[src/rtl/wb_cmd_master_pkg.sv]
// Shared types and defaults for the Wishbone command master.
// FSM state encoding, default bus widths, counter width helper.
package wb_cmd_master_pkg;

  localparam int WB_AW = 32;
  localparam int WB_DW = 32;

  typedef enum logic [1:0] {
    ST_IDLE = 2'd0,
    ST_BUS  = 2'd1,
    ST_RESP = 2'd2
  } state_e;

  function automatic int cnt_w(input int lim);
    return $clog2(lim + 1);
  endfunction

endpackage

[src/rtl/wb_cmd_master_if.sv]
// Command, response and Wishbone signal bundle for wb_cmd_master.
// master: the initiator's view; slave: the environment's view.
interface wb_cmd_master_if
  import wb_cmd_master_pkg::*;
#(
  parameter int AW = WB_AW,
  parameter int DW = WB_DW
);

  logic          cmd_valid_i;
  logic          cmd_ready_o;
  logic          cmd_we_i;
  logic [DW/8-1:0] cmd_sel_i;
  logic [AW-1:0] cmd_adr_i;
  logic [DW-1:0] cmd_dat_i;

  logic          rsp_valid_o;
  logic          rsp_ready_i;
  logic [DW-1:0] rsp_dat_o;
  logic          rsp_err_o;

  logic          wbm_cyc_o;
  logic          wbm_stb_o;
  logic          wbm_we_o;
  logic [DW/8-1:0] wbm_sel_o;
  logic [AW-1:0] wbm_adr_o;
  logic [DW-1:0] wbm_dat_o;
  logic [DW-1:0] wbm_dat_i;
  logic          wbm_ack_i;

  logic          busy_o;

  modport master (
    input  cmd_valid_i, cmd_we_i, cmd_sel_i,
    input  cmd_adr_i, cmd_dat_i,
    output cmd_ready_o,
    output rsp_valid_o, rsp_dat_o, rsp_err_o,
    input  rsp_ready_i,
    output wbm_cyc_o, wbm_stb_o, wbm_we_o,
    output wbm_sel_o, wbm_adr_o, wbm_dat_o,
    input  wbm_dat_i, wbm_ack_i,
    output busy_o
  );

  modport slave (
    output cmd_valid_i, cmd_we_i, cmd_sel_i,
    output cmd_adr_i, cmd_dat_i,
    input  cmd_ready_o,
    input  rsp_valid_o, rsp_dat_o, rsp_err_o,
    output rsp_ready_i,
    input  wbm_cyc_o, wbm_stb_o, wbm_we_o,
    input  wbm_sel_o, wbm_adr_o, wbm_dat_o,
    output wbm_dat_i, wbm_ack_i,
    input  busy_o
  );

endinterface

[src/rtl/wb_timeout_ctr.sv]
// Saturating wait-cycle counter for a pending Wishbone cycle.
// clk_i/rst_ni; clr_i zeroes, en_i counts; expired_o = count hits TIMEOUT.
module wb_timeout_ctr
  import wb_cmd_master_pkg::*;
#(
  parameter int TIMEOUT = 255
) (
  input  logic clk_i,
  input  logic rst_ni,
  input  logic clr_i,
  input  logic en_i,
  output logic expired_o
);

  localparam int CW = cnt_w(TIMEOUT);
  localparam logic [CW-1:0] LIM = CW'(TIMEOUT);

  logic [CW-1:0] cnt_q;
  logic [CW-1:0] cnt_d;

  always_comb begin
    cnt_d = cnt_q;
    if (clr_i) begin
      cnt_d = '0;
    end else if (en_i && (cnt_q != LIM)) begin
      cnt_d = cnt_q + CW'(1);
    end
  end

  // Compare the value being loaded this edge so the
  // owner can abort on the same edge the limit is hit.
  assign expired_o = (cnt_d == LIM);

  always_ff @(posedge clk_i or negedge rst_ni) begin
    if (!rst_ni) begin
      cnt_q <= '0;
    end else begin
      cnt_q <= cnt_d;
    end
  end

endmodule

[src/rtl/wb_cmd_master.sv]
// Wishbone classic initiator: one command in, one WB cycle, one response.
// wb_clk_i, wb_rst_i (async, active-low); bus carries cmd/rsp/wbm signals.
module wb_cmd_master
  import wb_cmd_master_pkg::*;
#(
  parameter int AW      = WB_AW,
  parameter int DW      = WB_DW,
  parameter int TIMEOUT = 255
) (
  input  logic wb_clk_i,
  input  logic wb_rst_i,
  wb_cmd_master_if.master bus
);

  localparam int SW = DW / 8;

  state_e        state_q, state_d;
  logic          cyc_q, cyc_d;
  logic          we_q, we_d;
  logic [SW-1:0] sel_q, sel_d;
  logic [AW-1:0] adr_q, adr_d;
  logic [DW-1:0] dat_q, dat_d;
  logic          rv_q, rv_d;
  logic [DW-1:0] rd_q, rd_d;
  logic          re_q, re_d;

  logic accept;
  logic expired;
  logic tmo_en;

  assign accept = (state_q == ST_IDLE) && bus.cmd_valid_i;
  assign tmo_en = (state_q == ST_BUS) && !bus.wbm_ack_i;

  wb_timeout_ctr #(
    .TIMEOUT (TIMEOUT)
  ) u_tmo (
    .clk_i     (wb_clk_i),
    .rst_ni    (wb_rst_i),
    .clr_i     (accept),
    .en_i      (tmo_en),
    .expired_o (expired)
  );

  always_comb begin
    state_d = state_q;
    cyc_d   = cyc_q;
    we_d    = we_q;
    sel_d   = sel_q;
    adr_d   = adr_q;
    dat_d   = dat_q;
    rv_d    = rv_q;
    rd_d    = rd_q;
    re_d    = re_q;
    unique case (1'b1)
      (state_q == ST_IDLE): begin
        if (bus.cmd_valid_i) begin
          cyc_d   = 1'b1;
          we_d    = bus.cmd_we_i;
          sel_d   = bus.cmd_sel_i;
          adr_d   = bus.cmd_adr_i;
          dat_d   = bus.cmd_dat_i;
          state_d = ST_BUS;
        end
      end
      (state_q == ST_BUS): begin
        // Ack takes priority over a timeout on the same edge.
        if (bus.wbm_ack_i || expired) begin
          cyc_d   = 1'b0;
          we_d    = 1'b0;
          sel_d   = '0;
          adr_d   = '0;
          dat_d   = '0;
          rv_d    = 1'b1;
          re_d    = !bus.wbm_ack_i;
          rd_d    = (bus.wbm_ack_i && !we_q)
                  ? bus.wbm_dat_i : '0;
          state_d = ST_RESP;
        end
      end
      (state_q == ST_RESP): begin
        if (bus.rsp_ready_i) begin
          rv_d    = 1'b0;
          state_d = ST_IDLE;
        end
      end
      default: begin
        state_d = ST_IDLE;
        cyc_d   = 1'b0;
        we_d    = 1'b0;
        sel_d   = '0;
        adr_d   = '0;
        dat_d   = '0;
        rv_d    = 1'b0;
      end
    endcase
  end

  always_ff @(posedge wb_clk_i or negedge wb_rst_i) begin
    if (!wb_rst_i) begin
      state_q <= ST_IDLE;
      cyc_q   <= 1'b0;
      we_q    <= 1'b0;
      sel_q   <= '0;
      adr_q   <= '0;
      dat_q   <= '0;
      rv_q    <= 1'b0;
      rd_q    <= '0;
      re_q    <= 1'b0;
    end else begin
      state_q <= state_d;
      cyc_q   <= cyc_d;
      we_q    <= we_d;
      sel_q   <= sel_d;
      adr_q   <= adr_d;
      dat_q   <= dat_d;
      rv_q    <= rv_d;
      rd_q    <= rd_d;
      re_q    <= re_d;
    end
  end

  // Gated by reset so nothing looks acceptable while held.
  assign bus.cmd_ready_o = (state_q == ST_IDLE) && wb_rst_i;

  assign bus.rsp_valid_o = rv_q;
  assign bus.rsp_dat_o   = rd_q;
  assign bus.rsp_err_o   = re_q;

  assign bus.wbm_cyc_o = cyc_q;
  assign bus.wbm_stb_o = cyc_q;
  assign bus.wbm_we_o  = we_q;
  assign bus.wbm_sel_o = sel_q;
  assign bus.wbm_adr_o = adr_q;
  assign bus.wbm_dat_o = dat_q;

  assign bus.busy_o = (state_q != ST_IDLE);

endmodule

[src/flat_wrapper.sv]
// flat-port wrapper written by rule: the top's interface ports become plain ports
module wb_cmd_master_flat import wb_cmd_master_pkg::*;
#(
  parameter int AW      = WB_AW,
  parameter int DW      = WB_DW,
  parameter int TIMEOUT = 255
)
  (wb_clk_i, wb_rst_i, bus_cmd_valid_i, bus_cmd_we_i, bus_cmd_sel_i, bus_cmd_adr_i, bus_cmd_dat_i, bus_cmd_ready_o, bus_rsp_valid_o, bus_rsp_dat_o, bus_rsp_err_o, bus_rsp_ready_i, bus_wbm_cyc_o, bus_wbm_stb_o, bus_wbm_we_o, bus_wbm_sel_o, bus_wbm_adr_o, bus_wbm_dat_o, bus_wbm_dat_i, bus_wbm_ack_i, bus_busy_o);
  wb_cmd_master_if #(.AW(AW), .DW(DW)) bus_i ();
  input  logic wb_clk_i;
  input  logic wb_rst_i;
  input wire logic [$bits(bus_i.cmd_valid_i)-1:0] bus_cmd_valid_i;
  input wire logic [$bits(bus_i.cmd_we_i)-1:0] bus_cmd_we_i;
  input wire logic [$bits(bus_i.cmd_sel_i)-1:0] bus_cmd_sel_i;
  input wire logic [$bits(bus_i.cmd_adr_i)-1:0] bus_cmd_adr_i;
  input wire logic [$bits(bus_i.cmd_dat_i)-1:0] bus_cmd_dat_i;
  output wire logic [$bits(bus_i.cmd_ready_o)-1:0] bus_cmd_ready_o;
  output wire logic [$bits(bus_i.rsp_valid_o)-1:0] bus_rsp_valid_o;
  output wire logic [$bits(bus_i.rsp_dat_o)-1:0] bus_rsp_dat_o;
  output wire logic [$bits(bus_i.rsp_err_o)-1:0] bus_rsp_err_o;
  input wire logic [$bits(bus_i.rsp_ready_i)-1:0] bus_rsp_ready_i;
  output wire logic [$bits(bus_i.wbm_cyc_o)-1:0] bus_wbm_cyc_o;
  output wire logic [$bits(bus_i.wbm_stb_o)-1:0] bus_wbm_stb_o;
  output wire logic [$bits(bus_i.wbm_we_o)-1:0] bus_wbm_we_o;
  output wire logic [$bits(bus_i.wbm_sel_o)-1:0] bus_wbm_sel_o;
  output wire logic [$bits(bus_i.wbm_adr_o)-1:0] bus_wbm_adr_o;
  output wire logic [$bits(bus_i.wbm_dat_o)-1:0] bus_wbm_dat_o;
  input wire logic [$bits(bus_i.wbm_dat_i)-1:0] bus_wbm_dat_i;
  input wire logic [$bits(bus_i.wbm_ack_i)-1:0] bus_wbm_ack_i;
  output wire logic [$bits(bus_i.busy_o)-1:0] bus_busy_o;
  assign bus_i.cmd_valid_i = bus_cmd_valid_i;
  assign bus_i.cmd_we_i = bus_cmd_we_i;
  assign bus_i.cmd_sel_i = bus_cmd_sel_i;
  assign bus_i.cmd_adr_i = bus_cmd_adr_i;
  assign bus_i.cmd_dat_i = bus_cmd_dat_i;
  assign bus_cmd_ready_o = bus_i.cmd_ready_o;
  assign bus_rsp_valid_o = bus_i.rsp_valid_o;
  assign bus_rsp_dat_o = bus_i.rsp_dat_o;
  assign bus_rsp_err_o = bus_i.rsp_err_o;
  assign bus_i.rsp_ready_i = bus_rsp_ready_i;
  assign bus_wbm_cyc_o = bus_i.wbm_cyc_o;
  assign bus_wbm_stb_o = bus_i.wbm_stb_o;
  assign bus_wbm_we_o = bus_i.wbm_we_o;
  assign bus_wbm_sel_o = bus_i.wbm_sel_o;
  assign bus_wbm_adr_o = bus_i.wbm_adr_o;
  assign bus_wbm_dat_o = bus_i.wbm_dat_o;
  assign bus_i.wbm_dat_i = bus_wbm_dat_i;
  assign bus_i.wbm_ack_i = bus_wbm_ack_i;
  assign bus_busy_o = bus_i.busy_o;
  wb_cmd_master #(.AW(AW), .DW(DW), .TIMEOUT(TIMEOUT)) u_core (.wb_clk_i(wb_clk_i), .wb_rst_i(wb_rst_i), .bus(bus_i));
endmodule
[config.mk]
export PLATFORM = sky130hd
export DESIGN_NAME = wb_cmd_master_flat
export DESIGN_NICKNAME = d
export VERILOG_FILES = /design/src/rtl/wb_cmd_master_pkg.sv /design/src/rtl/wb_cmd_master_if.sv /design/src/rtl/wb_timeout_ctr.sv /design/src/rtl/wb_cmd_master.sv /design/src/flat_wrapper.sv
export SDC_FILE = /design/constraint.sdc
export NUM_CORES = 1
export LEC_CHECK = 0
export BUFFER_PORTS_ARGS = -buffer_cell sky130_fd_sc_hd__buf_2
export CAP_MARGIN = 20
export CORE_MARGIN = 2
export CORE_UTILIZATION = 54
export CTS_BUF_LIST = sky130_fd_sc_hd__clkbuf_2
export DETAILED_ROUTE_END_ITERATION = 10
export PLACE_DENSITY = 0.95
export SLEW_MARGIN = 20
export SYNTH_ARGS = -nofsm -noshare
export SYNTH_HDL_FRONTEND = slang
export SYNTH_SLANG_ARGS = --single-unit
[constraint.sdc]
create_clock -name wb_clk_i -period 7.2 [get_ports wb_clk_i]
set_input_delay 1.8 -clock wb_clk_i [delete_from_list [all_inputs] [get_ports wb_clk_i]]
set_output_delay 1.8 -clock wb_clk_i [all_outputs]
set_load 0.005 [all_outputs]
==> impl_metrics.toml, run 1 <==
[synthesis]
synthAdderAreaFrac_pct = 0.238
syn-num-nets = 552
synth_ff_type = "dfrtp_1"
ys_seq_elements = 114
syn_inst = 445
synth-simple-area-share_pct = 4.10
async_flop_share_pct = 100
synth_compound_area_share_pct = 21.6
ys_top_cells_by_area = "dfrtp_1 54%, mux2i_1 14%, o2bb2ai_1 12%, a22oi_1 4.6%, o21ai_0 3.3%"
synth_top_family_by_area = "compound AO/OA/AOI/OAI gates"
synthXorXnorAreaFrac_pct = 0.333
synthMuxAreaShare_pct = 13.7
synth.cell_area_sq_mm = 0.00526
yosys_warnings = 0
synth_edf_count = 0
synth_cell_type_count = 43
synth.most_common_cell = "dfrtp_1"
yosysSeqAreaShare_pct = 54.3
syn_avg_cell_area_sq_um = 11.8
synthTopCellsByCount = "114 x dfrtp_1, 71 x mux2i_1, 69 x o2bb2ai_1"
yosysTopAreaCell = "dfrtp_1"
synth_top_area_share_pct = 54.3

[global_route]
grt_usage_pct = 25.1
overflow = 0
antenna_found_initial = 0
grt_max_degree = 73
grt_pass1_wl_mm = 20.5
grt_pass1_vias = 4211

[worst_setup_path]
rrSetupSlack_ns = 3.78
cp_max_fo = 44
rr_endpoint = "u_core.bus.wbm_dat_o[20]$_DFFE_PN0P_"
r2r_cells = 8
r2r_start = "u_core.u_tmo.cnt_q[0]$_DFF_PN0_"
arrival_ns = 2.56
crit_type = "in -> out"
critPathRequiredTime_ns = 5.40
startpoint_type = "primary input"
cp-end-kind = "output pin"

[drt]
ant_nets = 0
drc = 0
wl_per_cell_microns = 16.7
drt_iter0_markers = 139
vias_per_cell = 5.63
vias = 4461
drt-pass1-iter-count = 4
wl_mm = 13.3

[sta]
setup_viol = 0
worstMarginPinSlew_ns = 1.03
rsz0062_at_grt = "false"
fmax_mhz = 229
finalSetupTns_ns = 0
min_period_ns = 4.36
period_share_pct = 60.6
whs_ns = 0.532
maxSlewViolCount = 0
skew_ns = 0.0148
hold_viol = 0
slew_headroom_pct = 31.1

[place]
place_area_sq_mm = 0.00639
hpwl_mm = 9.23
numPortBuffers = 212
place.gp.congestion = 0.951

[hold_path]
min_to = "u_core.bus.wbm_adr_o[20]$_DFFE_PN0P_"
hold_depth = 1
min_from = "u_core.bus.wbm_adr_o[20]$_DFFE_PN0P_"
hold_path_class = "reg -> reg"

[finish]
n_antenna_cell = 0
syn_to_final_growth_pct = 26.0
postLayoutCellArea_sq_mm = 0.00662
nNetsFinal = 754
drive_gt1_share_pct = 39.4

[floorplan]
die-area_sq_mm = 0.0105
io_pins = 213
die_width_microns = 103
rows = 36
core_sq_mm = 0.00959
die_y_microns = 103
start_util_pct = 54.8

[cts]
clockBufferDepth = 2
htreeDepth = 4
holdBufCountCts = 0
clkTransAtPathRegs_ns = 0.16
clockRootBuffer = "clkbuf_2"
cts_tree = "done"
clock_sinks = 114
post_cts_resized = 0
clkLatencyLatePin_ns = 0.62
cts_made_buffers = 17
post_cts_buffers = 0

[pwr]
ir_drop_mv = 0.183
p_leak_nw = 3.52
p_seq_share_pct = 44.2
p_clk_share_pct = 15.6
p_switching_w = 0.000979
p_comb_share_pct = 40.2
p_int_w = 0.00154
power_density_mw_per_mm2 = 380
netSwitchingFraction_pct = 38.9
finalPower_w = 0.00252

[run_status]
status = "finished, final reports clean"

[flow_run]
drv_cap = 0
==> cell families after synthesis <==
| group | after synthesis |
|---|---|
| muxes | 72 |
| DFF | 114 |
| AOI/OAI and AO/OA | 150 |
| adders and majority gates | 1 |
| and+or+nand+nor | 34 |
| xor gates and xnor gates | 2 |
| buffers and inverters | 72 |
==> power by group through the flow <==
stage | clock network (W) | logic (W) | registers, W
global route | 0.000437 | 0.00113 | 0.00115
floorplan | 0 | 0.000593 | 0.00111
global placement | 0 | 0.000973 | 0.00110
CTS | 0.000407 | 0.00102 | 0.00111
finish | 0.000393 | 0.00101 | 0.00111
detailed placement | 0 | 0.00103 | 0.00112
==> cell type report <==
| cell class | count | area, sq um |
|---|---|---|
| Clock buffer | 19 | 95.1 |
| Timing Repair Buffer | 218 | 1120 |
| Tap cell | 133 | 166 |
| Clock inverter | 13 | 119 |
| Fill cell | 700 | 2980 |
| Multi-Input combinational cell | 259 | 2130 |
| Sequential cell | 114 | 2850 |
| Inverter | 37 | 139 |
==> cells in the final DEF, fill, tap and decap left out, drive strengths merged, types with 2 or more instances in the layout <==
cell      count
o21ai        35
and4          2
o2bb2ai      69
clkinvlp      3
buf         218
clkinv        8
nor2          8
mux2i        71
or2           2
nor2b         2
inv          37
nor3b         3
a211oi        3
clkbuf       19
dfrtp       114
xor2          2
and3          3
bufinv        2
nand2         3
a22o          2
nand2b        3
a22oi        32
a31oi         2
o31ai         2
==> through the flow <==
step	utilization [%]	setup slack (ns)	cells
after global placement	66.6	2.79	760
after CTS	68.8	2.79	792
after floorplan	-	3.37	445
after detailed placement	66.6	2.66	760
final	69.0	2.84	793
after global routing	69.0	2.68	793
==> routing by layer <==
metal  up-vias  global-route usage [%]  part of all wire [%]
li1       2062                       -                     -
met1      2179                    32.2                    42
met2       202                    40.3                    48
met3        18                    7.53                   8.1
met4         0                    9.74                   1.3
met5         -                       0                     0
==> critical path, stage by stage <==
cell,delay [ns]
buf_4,0.44
inv_1,0.08
nor2_1,0.10
buf_2,0.11
==> state kept, by name (all words and copies together) (netlist names) <==
| signal | flops |
|---|---|
| u_core.bus.wbm_adr_o | 32 |
| u_core.bus.wbm_dat_o | 32 |
| u_core.u_tmo.cnt_q | 8 |
| u_core.state_q | 2 |
| u_core.bus.rsp_valid_o | 1 |
| u_core.bus.rsp_dat_o | 32 |
| u_core.bus.wbm_cyc_o | 1 |
| u_core.bus.rsp_err_o | 1 |
| u_core.bus.wbm_we_o | 1 |
| u_core.bus.wbm_sel_o | 4 |
==> how the worst max path moves through the flow <==
stage	from	endpoint	slack (ns)
global route	wb_rst_i	bus_cmd_ready_o	2.68
floorplan	bus_wbm_ack_i	u_core.state_q[0]$_DFFE_PN0P_	3.37
global placement	bus_wbm_ack_i	u_core.bus.wbm_adr_o[2]$_DFFE_PN0P_	2.79
CTS	wb_rst_i	bus_cmd_ready_o	2.79
finish	wb_rst_i	bus_cmd_ready_o	2.84
detailed placement	bus_wbm_ack_i	u_core.bus.rsp_dat_o[27]$_DFFE_PN0P_	2.66
(Power assumes the default switching activity.)
==> inputs of run 2 (changes only) <==
- CORE_UTILIZATION: 54 -> 50
- PLACE_DENSITY: 0.95 -> 0.93
- clock period: 7.2 -> 4.5 ns (I/O delays scaled with it)
==> run 2 against run 1 <==
  * Flip-flop and latch count stayed put
  * Total power up 60%
  * Hold slack worse by 0.061 ns
  * Critical path type is now reg -> reg
  * Critical endpoint is now u_core.bus.wbm_adr_o[18]$_DFFE_PN0P_
==> impl_metrics.toml, run 2 (synthesized netlist as in run 1, its figures left out) <==
[cts]
post_cts_resized = 0
clkLatencyLatePin_ns = 0.62
holdBufCountCts = 0
clockRootBuffer = "clkbuf_2"
post_cts_buffers = 0
clockBufferDepth = 2
cts_tree = "done"
clock_sinks = 114
htreeDepth = 4
clkTransAtPathRegs_ns = 0.17
cts_made_buffers = 17

[drt]
ant_nets = 0
drt_iter0_markers = 351
drt-pass1-iter-count = 5
vias_per_cell = 5.65
wl_per_cell_microns = 17.0
drc = 0
vias = 4484
wl_mm = 13.5

[finish]
multiInputGateArea_sq_mm = 0.00213
regArea_sq_mm = 0.00285
n_antenna_cell = 0
fill_cells = 814
final_common_cell = "buf_2"
nNetsFinal = 755
syn_to_final_growth_pct = 26.0
mostFrequentLayoutCells = "211 x buf_2, 113 x dfrtp_1, 71 x mux2i_1"
drive_gt1_share_pct = 39.4
fin_cells = 794

[place]
numPortBuffers = 212
placed_cells = 764
place.gp.congestion = 0.920
hpwl_mm = 9.41

[global_route]
grt_pass1_wl_mm = 21.7
grt_usage_pct = 24.2
antenna_found_initial = 0
grt_pass1_vias = 4441
overflow = 0
grt_max_degree = 72

[sta]
maxSlewViolCount = 0
rsz0062_at_grt = "false"
skew_ns = 0.0311
slew_headroom_pct = 40.5
fmax_mhz = 286
hold_viol = 0
worstMarginPinSlew_ns = 0.893
min_period_ns = 3.50
period_share_pct = 77.8
finalSetupTns_ns = 0
setup_viol = 0

[floorplan]
rows = 37
start_util_pct = 51.1
die-area_sq_mm = 0.0113
die_y_microns = 107
io_pins = 213
core_sq_mm = 0.0103
die_width_microns = 107

[pwr]
ir_drop_mv = 0.292
p_leak_nw = 3.53
power_density_mw_per_mm2 = 607

[worst_setup_path]
startpoint_type = "flop"
critPathRequiredTime_ns = 5.04
crit_type = "reg -> reg"
cp-end-kind = "flop"
arrival_ns = 4.04
cp_max_fo = 47

[flow_run]
drv_cap = 0

[run_status]
status = "finished, final reports clean"

[hold_path]
hold_path_class = "in -> async"
## run 2: cell types whose count changed in the layout (fill, tap and decap cells not counted), sizes merged
cell,before,now
buf,218,219
clkinvlp,3,0
clkbuf,19,20
clkinv,8,7
## run 2: path summary, 6_finish.rpt
| path | from | endpoint | slack, ns | cells past startpoint |
|---|---|---|---|---|
| worst max-delay path | u_core.u_tmo.cnt_q[0]$_DFF_PN0_ | u_core.bus.wbm_adr_o[18]$_DFFE_PN0P_ | 1.0 | 8 |
| worst min-delay path | wb_rst_i | u_core.bus.wbm_adr_o[23]$_DFFE_PN0P_ | 0.47 | 1 |
| worst max register to register | u_core.u_tmo.cnt_q[0]$_DFF_PN0_ | u_core.bus.wbm_adr_o[18]$_DFFE_PN0P_ | 1.0 | 8 |
| worst min register to register | u_core.bus.wbm_adr_o[13]$_DFFE_PN0P_ | u_core.bus.wbm_adr_o[13]$_DFFE_PN0P_ | 0.53 | 1 |
| max in group asynchronous | wb_rst_i | u_core.state_q[0]$_DFFE_PN0P_ | 2.64 | 2 |
| min in group wb_clk_i | u_core.bus.wbm_adr_o[13]$_DFFE_PN0P_ | u_core.bus.wbm_adr_o[13]$_DFFE_PN0P_ | 0.53 | 1 |
## run 2: cell type report
cell class / instances / share of cell area, %
clock inverter: 9 / 1.40
multi-input combinational: 259 / 32.2
inverter: 37 / 2.10
clock buffer: 20 / 1.51
tap: 136 / 2.57
sequential: 114 / 43.1
timing repair buffer: 219 / 17.2
## run 2: stage by stage
step	util (%)	cell area, sq um	total power, W	setup slack, ns	hold WS (ns)
detailed placement	62.3	6400	0.00343	0.580	0.490
CTS	64.1	6590	0.00404	1.06	0.425
finish	64.4	6620	0.00402	0.999	0.472
floorplan	-	5260	0.00272	1.35	0.474
global route	64.4	6620	0.00432	0.738	0.430
global placement	62.3	6400	0.00332	0.791	0.487
## run 2: critical path: stages, from the launching register on
cell       delay (ns)
dfrtp_1          0.44
ha_1             0.23
nand2_1          0.10
o31ai_1          0.67
nor3b_1          0.12
o21ai_0          0.52
o31a_2           0.60
buf_4            0.53
o2bb2ai_1        0.19
## run 2: power by group
| part | switching [W] | internal [W] |
|---|---|---|
| logic | 0.000842 | 0.000787 |
| clock network | 0.000360 | 0.000244 |
| registers | 0.000357 | 0.00143 |
## run 2: per-layer routing
layer  routed length, microns  up-vias  GRT usage (%)
li1                         -     2064              -
met1                     5610     2174           29.7
met2                     6460      206           39.6
met3                     1050       40           6.74
met4                      418        0           11.5
met5                        0        -              0
